<file path="src/rtl/apb_req_master_pkg.sv">
// Shared types for apb_req_master: FSM state, APB protection default and
// request/response struct typedef macros sized by the instantiating module.
`ifndef APB_REQ_MASTER_PKG_SV
`define APB_REQ_MASTER_PKG_SV

`define APB_REQ_MASTER_TYPEDEF_REQ_T(name, AW, DW) \
   typedef struct packed { \
      logic [(AW)-1:0]     addr; \
      logic                write; \
      logic [(DW)-1:0]     wdata; \
      logic [(DW)/8-1:0]   strb; \
   } name;

`define APB_REQ_MASTER_TYPEDEF_RSP_T(name, DW) \
   typedef struct packed { \
      logic [(DW)-1:0]     rdata; \
      logic                err; \
   } name;

package apb_req_master_pkg;

   typedef enum logic [1:0] {
      StIdle,
      StSetup,
      StAccess,
      StResp
   } state_e;

   localparam logic [2:0] PprotDefault = 3'b000;

endpackage

`endif

</file>
<file path="src/rtl/apb_req_timeout.sv">
// ACCESS-phase wait counter for apb_req_master; only built when
// APB_REQ_MASTER_TIMEOUT_EN is defined.
module apb_req_timeout
   import apb_req_master_pkg::*;
#(
   parameter int unsigned TimeoutCycles = 32'd256
) (
   input  logic pclk_i,
   input  logic preset_ni,
   input  logic clr_i,
   input  logic en_i,
   output logic expired_o
);

   localparam logic [31:0] LastCount = 32'(TimeoutCycles - 1);

   logic [31:0] r_cnt;

   always_ff @(posedge pclk_i or negedge preset_ni) begin
      if (!preset_ni) begin
         r_cnt <= '0;
      end else if (clr_i) begin
         r_cnt <= '0;
      end else if (en_i) begin
         r_cnt <= r_cnt + 32'd1;
      end
   end

   assign expired_o = (r_cnt == LastCount);

endmodule

</file>
<file path="src/rtl/apb_req_master.sv">
// Single-outstanding valid/ready to APB requester. Optional ACCESS timeout is
// enabled by defining APB_REQ_MASTER_TIMEOUT_EN.
module apb_req_master
   import apb_req_master_pkg::*;
#(
   parameter int unsigned AddrWidth     = 32,
   parameter int unsigned DataWidth     = 32,
   parameter int unsigned TimeoutCycles = 32'd256
) (
   input  logic                   pclk_i,
   input  logic                   preset_ni,
   input  logic                   req_valid_i,
   output logic                   req_ready_o,
   input  logic [AddrWidth-1:0]   req_addr_i,
   input  logic                   req_write_i,
   input  logic [DataWidth-1:0]   req_wdata_i,
   input  logic [DataWidth/8-1:0] req_strb_i,
   output logic                   rsp_valid_o,
   input  logic                   rsp_ready_i,
   output logic [DataWidth-1:0]   rsp_rdata_o,
   output logic                   rsp_err_o,
   output logic [AddrWidth-1:0]   paddr_o,
   output logic [2:0]             pprot_o,
   output logic                   psel_o,
   output logic                   penable_o,
   output logic                   pwrite_o,
   output logic [DataWidth-1:0]   pwdata_o,
   output logic [DataWidth/8-1:0] pstrb_o,
   input  logic                   pready_i,
   input  logic [DataWidth-1:0]   prdata_i,
   input  logic                   pslverr_i
);

   `APB_REQ_MASTER_TYPEDEF_REQ_T(req_t, AddrWidth, DataWidth)
   `APB_REQ_MASTER_TYPEDEF_RSP_T(rsp_t, DataWidth)

   state_e r_state;
   req_t   r_req;
   rsp_t   r_rsp;
   logic   r_psel;
   logic   r_penable;
   logic   r_rsp_valid;
   logic   w_expired;
   logic   w_done;

`ifdef APB_REQ_MASTER_TIMEOUT_EN
   logic w_cnt_clr;
   logic w_cnt_en;

   // Clearing throughout SETUP leaves the count at zero on the first ACCESS cycle.
   assign w_cnt_clr = (r_state == StSetup);
   assign w_cnt_en  = (r_state == StAccess) && !pready_i;

   apb_req_timeout #(
      .TimeoutCycles (TimeoutCycles)
   ) u_timeout (
      .pclk_i    (pclk_i),
      .preset_ni (preset_ni),
      .clr_i     (w_cnt_clr),
      .en_i      (w_cnt_en),
      .expired_o (w_expired)
   );
`else
   assign w_expired = 1'b0;
`endif

   assign w_done = pready_i || w_expired;

   always_ff @(posedge pclk_i or negedge preset_ni) begin
      if (!preset_ni) begin
         r_state     <= StIdle;
         r_req       <= '0;
         r_rsp       <= '0;
         r_psel      <= 1'b0;
         r_penable   <= 1'b0;
         r_rsp_valid <= 1'b0;
      end else begin
         unique case (r_state)
            StIdle: begin
               if (req_valid_i) begin
                  r_req.addr  <= req_addr_i;
                  r_req.write <= req_write_i;
                  r_req.wdata <= req_wdata_i;
                  r_req.strb  <= req_write_i ? req_strb_i : '0;
                  r_psel      <= 1'b1;
                  r_state     <= StSetup;
               end
            end
            StSetup: begin
               r_penable <= 1'b1;
               r_state   <= StAccess;
            end
            StAccess: begin
               if (w_done) begin
                  // A completer ready in the expiry cycle still counts as completion.
                  if (pready_i) begin
                     r_rsp.rdata <= r_req.write ? '0 : prdata_i;
                     r_rsp.err   <= pslverr_i;
                  end else begin
                     r_rsp.rdata <= '0;
                     r_rsp.err   <= 1'b1;
                  end
                  r_psel      <= 1'b0;
                  r_penable   <= 1'b0;
                  r_rsp_valid <= 1'b1;
                  r_state     <= StResp;
               end
            end
            StResp: begin
               if (rsp_ready_i) begin
                  r_rsp_valid <= 1'b0;
                  r_state     <= StIdle;
               end
            end
            default: r_state <= StIdle;
         endcase
      end
   end

   assign req_ready_o = (r_state == StIdle);
   assign rsp_valid_o = r_rsp_valid;
   assign rsp_rdata_o = r_rsp.rdata;
   assign rsp_err_o   = r_rsp.err;
   assign paddr_o     = r_req.addr;
   assign pprot_o     = PprotDefault;
   assign psel_o      = r_psel;
   assign penable_o   = r_penable;
   assign pwrite_o    = r_req.write;
   assign pwdata_o    = r_req.wdata;
   assign pstrb_o     = r_req.strb;

endmodule

</file>
<file path="config.mk">
export PLATFORM = sky130hd
export DESIGN_NAME = apb_req_master
export DESIGN_NICKNAME = d
export VERILOG_FILES = /design/src/rtl/apb_req_master_pkg.sv /design/src/rtl/apb_req_timeout.sv /design/src/rtl/apb_req_master.sv
export SDC_FILE = /design/constraint.sdc
export NUM_CORES = 1
export LEC_CHECK = 0
export ABC_AREA = 1
export BUFFER_PORTS_ARGS = -buffer_cell sky130_fd_sc_hd__buf_2
export CAP_MARGIN = 20
export CORE_AREA = 2 2 123 125
export DETAILED_ROUTE_END_ITERATION = 7
export DIE_AREA = 0 0 125 127
export GPL_TIMING_DRIVEN = 0
export PLACE_DENSITY = 0.53
export SYNTH_ARGS = -nofsm -noshare
export SYNTH_HDL_FRONTEND = slang
export SYNTH_HIERARCHICAL = 1
export SYNTH_SLANG_ARGS = --single-unit
export TNS_END_PERCENT = 20
</file>
<file path="constraint.sdc">
create_clock -name pclk_i -period 1.9 [get_ports pclk_i]
set_input_delay 0.475 -clock pclk_i [delete_from_list [all_inputs] [get_ports pclk_i]]
set_output_delay 0.475 -clock pclk_i [all_outputs]
set_load 0.1 [all_outputs]
</file>
After elaboration in Yosys (flattened, before gate mapping)
Index checks and enable logic that the tools add are counted.
- register bits: 107
- bits in latches: 0
- RAM bits: 0
- memory bits (read-only): 0
- input bits: 107
- output and inout bits: 109
- memories kept: 0
- add/subtract/negate cells: 0
- multipliers: 0
- div/mod/pow operators: 0
- $lt $le $gt $ge: 0
- eq/ne operators: 6
- shift-type cells: 0
- muxes and demuxes: 13
- bitwise logic cells: 0
- reduce and logical (&&, ||, !) cells: 10
- operators with widths (operator ; number):
    two-way mux 32 bit ; 1
    AND reduction 3 bit ; 3
    case mux 2 bit (4 select lines) ; 1
    two-way mux 2 bit ; 3
    != test 2 bit, second input constant ; 3
    case mux 1 bit (2 select lines) ; 3
    AND reduction 2 bit ; 3
    nonzero test 2 bit ; 3
    equality test 2 bit, second input constant ; 2
    two-way mux 1 bit ; 4
    two-way mux 4 bit ; 1
    equality test 2 x 1 -> 1 bit, second input constant ; 1
    logical NOT 2 bit ; 1

Depth between registers and ports, before layout
Gate-level depths: netlist (run 1).
- depth after elaboration: 3
- depth in mapped cells: 8
- mapped depth without buffers: 7

Worst setup path after synthesis (run 1)
Ideal clock, no wire load.
- kind: register to register
- start point: register r_state[0]
- end point: register r_req, in the netlist paddr_o[0]
- setup time: 0.068 ns
- data arrival time: 2.081 ns
- path slack: -0.249 ns
- stages on the path, launching flop included: 9
- buffers on the path: 2
- period minus slack after synthesis: 2.149 ns
- cell sequence: dfrtp_1 > inv_1 > ha_1 > nand2_2 > inv_2 > buf_4 > buf_6 > nand2_1 > nand2_1
- word-level cells in the longest chain between the ends: 2
- RTL lines (item ; RTL line ; RTL):
    start, declared ; apb_req_master.sv:37 ; state_e r_state;
    start signal, assigned ; apb_req_master.sv:71 ; r_state <= StIdle;
    start signal, assigned ; apb_req_master.sv:86 ; r_state <= StSetup;
    start signal, assigned ; apb_req_master.sv:91 ; r_state <= StAccess;
    logical NOT 2 bit ; - ;
    net req_ready_o ; apb_req_master.sv:13 ; output logic req_ready_o,
    AND reduction 2 bit (no line) ; - ;
    end, declared ; apb_req_master.sv:38 ; req_t r_req;
The timed path passes the listed nets, and every way through them passes these cells.
A chain may end at the register's enable or synchronous reset.

Worst setup path in the final report (run 1)
- start point: register r_state[0]
- end point: output req_ready_o
- word-level cells in the longest chain between the ends: 1
- RTL lines (item ; RTL line ; RTL):
    logical NOT 2 bit ; apb_req_master.sv:120 ; assign req_ready_o = (r_state == StIdle);
    end, declared ; apb_req_master.sv:13 ;
Every way passes these cells.

==> metrics.md, run 1 <==
| Metric | Value |
|---|---|
| Router iterations before antenna repair | `5` |
| Worst skew pair latency | `340 ps` |
| Critical path start-end classification | `flip-flop to primary output` |
| DRC errors left | `0` |
| Most crowded layer after global routing | `met2` |
| Top cells by area, synth | `dfrtp_1 63%, nand2_1 25%, o21ai_0 4.4%` |
| Die area | `about 16,000 um2` |
| Max_cap viols | `0` |
| Netlist cell types | `16` |
| Critical-path maximum fanout | `4` |
| Hold Fails Final Rpt | `0` |
| Grt met3 use | `0.0469` |
| Final ANT Viol Nets | `0` |
| Avg Synthesized Cell Area | `8.80 um2` |
| Gpl congestion | `approximately 0.76` |
| Post-synthesis sequential area ratio | `0.626` |
| Min Hold Slack | `170 ps` |
| Hold-fix buffer count after cts | `0` |
| Status | `completed` |
| Final Cycle Share | `0.944` |
| CTS tree | `yes` |
| Site row count | `44` |
| Initial antenna violation count | `0` |
| Worst Path Required | `1420 ps` |
| GR Util met1 | `0.194` |
| Synth Warn # | `6` |
| Max incr delay on CP | `between 400 and 500 ps` |
| Slew margin rel. | `0.528` |
| Endpoints failing setup | `0` |
| TritonCTS buffer count | `9` |
| Slew Limit Fails | `0` |
| Die Wd | `125 um` |
| Core outline area | `14,400 um2` |
| Synth Register Bits | `107` |
| Worst hold path type | `primary input to async pin` |
| Final Instance Count excl. Fillers | `901` |
| Vias post-DR | `between 3,000 and 4,000` |
| Placed wire-length estimate | `8960 um` |
| R2r setup slk | `260 ps` |
| CTS sink cnt | `107` |
| Vias in the first global route | `3,920` |
| Initial cell density of the core | `0.297` |
| Post-Syn Area | `4280 um2` |
| PortBufs | `212` |
| Setup ws final | `roughly 110 ps` |
| Overall Global Routing Usage | `0.152` |
| Root buffer cell | `clkbuf_16` |
| Top-level port count | `216` |
| Avg WL per Cell | `approximately 13 um` |
| Synthesized instance count | `around 490` |
| CP max-delay cell | `dfrtp_1` |
| Reg clk slew, reported paths | `approximately 70 ps` |
| DP Worst Slack | `210 ps` |
| Area share of the largest cell type after synthesis | `0.626` |
| DR vias/cell | `4.33` |
| Worst Tran Pin Value | `just over 700 ps` |
| Most area-hungry cell type in the Yosys netlist | `dfrtp_1` |
| Layout area overhead | `39.3%` |
| Diode count | `0` |
| CTS max path bufs | `2` |
| Die height | `127 um` |
| Overflow after GRT | `0` |
| Final Net Count | `825` |
| Total Wirelength | `11,800 um` |
| Max Clk Rate | `558 MHz` |
| Crit. End Element | `primary output` |
| Tmin final | `1790 ps` |
| M2 GR Usage | `0.240` |
| H-tree levels | `3` |
| Fillcell total | `1,463` |
| Largest net degree at the start of global routing | `between 50 and 60` |
| RSZ-0062 raised after global routing | `false` |
| First-pass GRT wire length | `19,200 um` |
| Layout cells sized above 1 | `0.350` |
| Commonest non-fill, non-tap cell in the layout | `nand2_1` |
| Dpl cells | `between 800 and 900` |
| CP cell instances | `inv_1 -> ha_4 -> buf_12` |
| Commonest cells after routing, fill and taps aside | `285 x nand2_1, 220 x buf_2, 107 x dfrtp_1` |
| Initial DRC Count | `180` |
| CP startpoint kind | `flip-flop` |
| Worst EP arrival | `1320 ps` |
| Final Skew | `around 4.1 ps` |
layout make-up:
type,count,area (um2),area share
Sequential cell,107,2680,0.449
Tap cell,184,230,0.0386
Buffer,27,160,0.0269
Clock buffer,9,225,0.0378
Multi-Input combinational cell,342,1420,0.238
Timing Repair Buffer,213,1110,0.186
Clock inverter,7,101,0.0170
Inverter,12,45.0,0.00756
registers in the layout (all words and copies together), names as in the netlist:
name         count
paddr_o         32
penable_o        1
psel_o           1
pstrb_o          4
pwdata_o        32
pwrite_o         1
r_state          2
rsp_err_o        1
rsp_rdata_o     32
rsp_valid_o      1
logic make-up (layout without fill, tap and decap cells):
logic type	Yosys count	in the layout	share of synthesized area
compound gates	39	39	0.0462
fa+ha+maj	6	6	0.0175
buf+inv	39	268	0.0480
other cells	1	3	0.000876
simple gates	294	294	0.262
flops	107	107	0.626
metrics by stage:
stage / utilization / cell area (um2) / TNS, ps
2_1_floorplan: - / 4290 / 0
3_3_place_gp: 0.387 / 5580 / -93230
3_5_place_dp: 0.389 / 5610 / 0
4_1_cts: 0.412 / 5940 / 0
5_1_grt: 0.413 / 5960 / 0
6_report: 0.413 / 5960 / 0
worst max-delay path, delay by kind of cell, from the launching register on:
kind	cells	cell delay (ps)
buffers and inverters	2	350
adders and majority gates	1	200
DFF	1	420
Yosys cell counts:
cell and instances:
buf_2 10, buf_4 4, buf_6 4, clkbuf_1 8, clkbuf_2 1, conb_1 1, dfrtp_1 107, ha_1 6
inv_1 11, inv_2 1, nand2_1 285, nand2_2 1, nand3_1 5, nand4_1 3, o211ai_1 1, o21ai_0 38
worst paths after layout:
check / start / end / depth (start not counted)
setup / recovery: r_state[0] / req_ready_o / 3
setup reg to reg: r_state[0] / pwdata_o[10] / 8
hold / removal: preset_ni / paddr_o[15] / 1
max in group asynchronous: preset_ni / paddr_o[0] / 2
min in group pclk_i: req_wdata_i[19] / pwdata_o[19] / 3
hold reg to reg: paddr_o[18] / paddr_o[18] / 2
what timing repair did:
| item | in CTS | in global routing |
|---|---|---|
| gates cloned | 0 | 0 |
| endpoints found under the hold margin | 0 | 0 |
| gates resized for setup | 2 | 3 |
| buffers inserted | 0 | 0 |
| setup endpoints to repair | 1 | 1 |
metal layers:
layer / part of all wire / vias up
met3: 0.089 / 16
li1: - / 1937
met5: 0 / -
met1: 0.44 / 1782
met4: 0.021 / 0
met2: 0.45 / 163
Power of run 1 is not shown: default switching activity piles up to over one toggle a cycle in this logic, so the estimate is an artifact.
==> inputs of run 2 (changes only) <==
==> constraint.sdc (replaced) <==
create_clock -name pclk_i -period 2.2 [get_ports pclk_i]
set_input_delay 0.55 -clock pclk_i [delete_from_list [all_inputs] [get_ports pclk_i]]
set_output_delay 0.55 -clock pclk_i [all_outputs]
set_load 0.1 [all_outputs]
==> run 2 against run 1 <==
Die area stayed put. Clock skew is 0.58 ps higher. Via count is 1.7% lower. Utilization is 0.061 points higher. Count of clock-buffer cells in the layout is 2 higher. First-iteration DRC count is 6.1% lower. Highest routed layer unchanged.
==> metrics.md, run 2 (synthesis gave the netlist of run 1 again) <==
| Metric | Value |
|---|---|
| Final Skew | `4.66 ps` |
| Commonest cells after routing, fill and taps aside | `285 x nand2_1, 220 x buf_2, 107 x dfrtp_1` |
| Die height | `127 um` |
| Max_cap viols | `0` |
| DRC errors left | `0` |
| Commonest non-fill, non-tap cell in the layout | `nand2_1` |
| Initial cell density of the core | `0.297` |
| Worst Path Required | `1650 ps` |
| Placed cell areas | `5610 um2` |
| Final ANT Viol Nets | `0` |
| Reg2Reg Depth | `6` |
| Worst Tran Pin Value | `637 ps` |
| Slew Limit Fails | `0` |
| Post-Layout Inst Area | `approximately 6000 um2` |
| CTS tree | `yes` |
| Die area | `between 15,000 and 20,000 um2` |
| Fillcell total | `approximately 1,500` |
| Root buffer cell | `clkbuf_16` |
| Final Cycle Share | `0.941` |
| Critical-path maximum fanout | `5` |
| Avg WL per Cell | `~13 um` |
| Die Wd | `125 um` |
| Initial antenna violation count | `1` |
| TritonCTS buffer count | `9` |
| Final Net Count | `825` |
| Endpoints failing setup | `0` |
| PortBufs | `212` |
| Router iterations before antenna repair | `4` |
| Reg-to-Reg Start | `r_state[1]` |
| Vias in the first global route | `3,957` |
| Layout cells sized above 1 | `0.346` |
| Max Clk Rate | `483 MHz` |
| DR vias/cell | `4.25` |
| Site row count | `44` |
| Vias post-DR | `3,831` |
| Status | `completed` |
| CTS max path bufs | `2` |
| RSZ-0062 raised after global routing | `false` |
| Worst EP arrival | `1520 ps` |
| Total Wirelength | `about 12,000 um` |
| Crit. End Element | `primary output` |
| Worst skew pair latency | `340 ps` |
| Hold Fails Final Rpt | `0` |
| Worst hold path type | `primary input to async pin` |
| Overall Global Routing Usage | `0.150` |
| CP startpoint kind | `flip-flop` |
| Reg clk slew, reported paths | `70 ps` |
| Top-level port count | `around 220` |
| First-pass GRT wire length | `approximately 19,000 um` |
| Critical path start-end classification | `flip-flop to primary output` |
| H-tree levels | `3` |
| Gpl congestion | `0.797` |
| Post-CTS setup buffer count | `0` |
| CTS sink cnt | `roughly 110` |
| Placed wire-length estimate | `8790 um` |
| Crit path from | `r_state[1]` |
| Slew margin rel. | `0.576` |
| Tmin final | `slightly above 2000 ps` |
| Layout area overhead | `39.5%` |
| Initial DRC Count | `169` |
| Largest net degree at the start of global routing | `61` |
| Overflow after GRT | `0` |
| Hold-fix buffer count after cts | `0` |
| Core outline area | `14,400 um2` |
## run 2: path summary, 6_finish.rpt
check,slack (ps),to
hold / removal,210,rsp_rdata_o[10]
setup / recovery,130,req_ready_o
min in group pclk_i,400,pwdata_o[26]
hold reg to reg,470,rsp_valid_o
max in group asynchronous,1270,pstrb_o[1]
setup reg to reg,530,pwdata_o[28]
## run 2: critical path: stages (launching register included)
cell	delay [ps]
dfrtp_1	430
inv_1	130
ha_1	250
clkbuf_4	360
## run 2: metal layers
metal / GRT usage / vias up / part of all wire
met2: 0.227 / 161 / 0.43
met1: 0.191 / 1708 / 0.45
li1: - / 1936 / -
met4: 0.0817 / 0 / 0.034
met3: 0.0477 / 26 / 0.086
met5: 0 / - / 0
## run 2: cell type report
type | count | area, um2 | share of cell area
flip-flops and latches | 107 | 2680 | 0.448
diodes | 1 | 2.50 | 0.000419
well taps | 184 | 230 | 0.0386
repair buffers | 213 | 1090 | 0.183
clock buffers | 11 | 233 | 0.0390
plain buffers | 27 | 160 | 0.0268
multi-input cells | 342 | 1400 | 0.235
inverters | 12 | 45.0 | 0.00754
clock inverters | 5 | 125 | 0.0210
## run 2: stage by stage
step,hold slack (ps),util,TNS (ps),setup slack [ps],instances
2_1_floorplan,254,-,0,51.0,488
4_1_cts,230,0.414,0,18.7,901
3_3_place_gp,457,0.387,-72910,-688,884
3_5_place_dp,459,0.389,0,412,885
6_report,206,0.414,0,130,902
5_1_grt,267,0.414,0,43.3,902
## run 2: repair_timing
action,in CTS,in global routing
setup endpoints to repair,0,1
endpoints found under the hold margin,0,0
gates resized for setup,0,1
Power of run 2 is left out for the same reason.
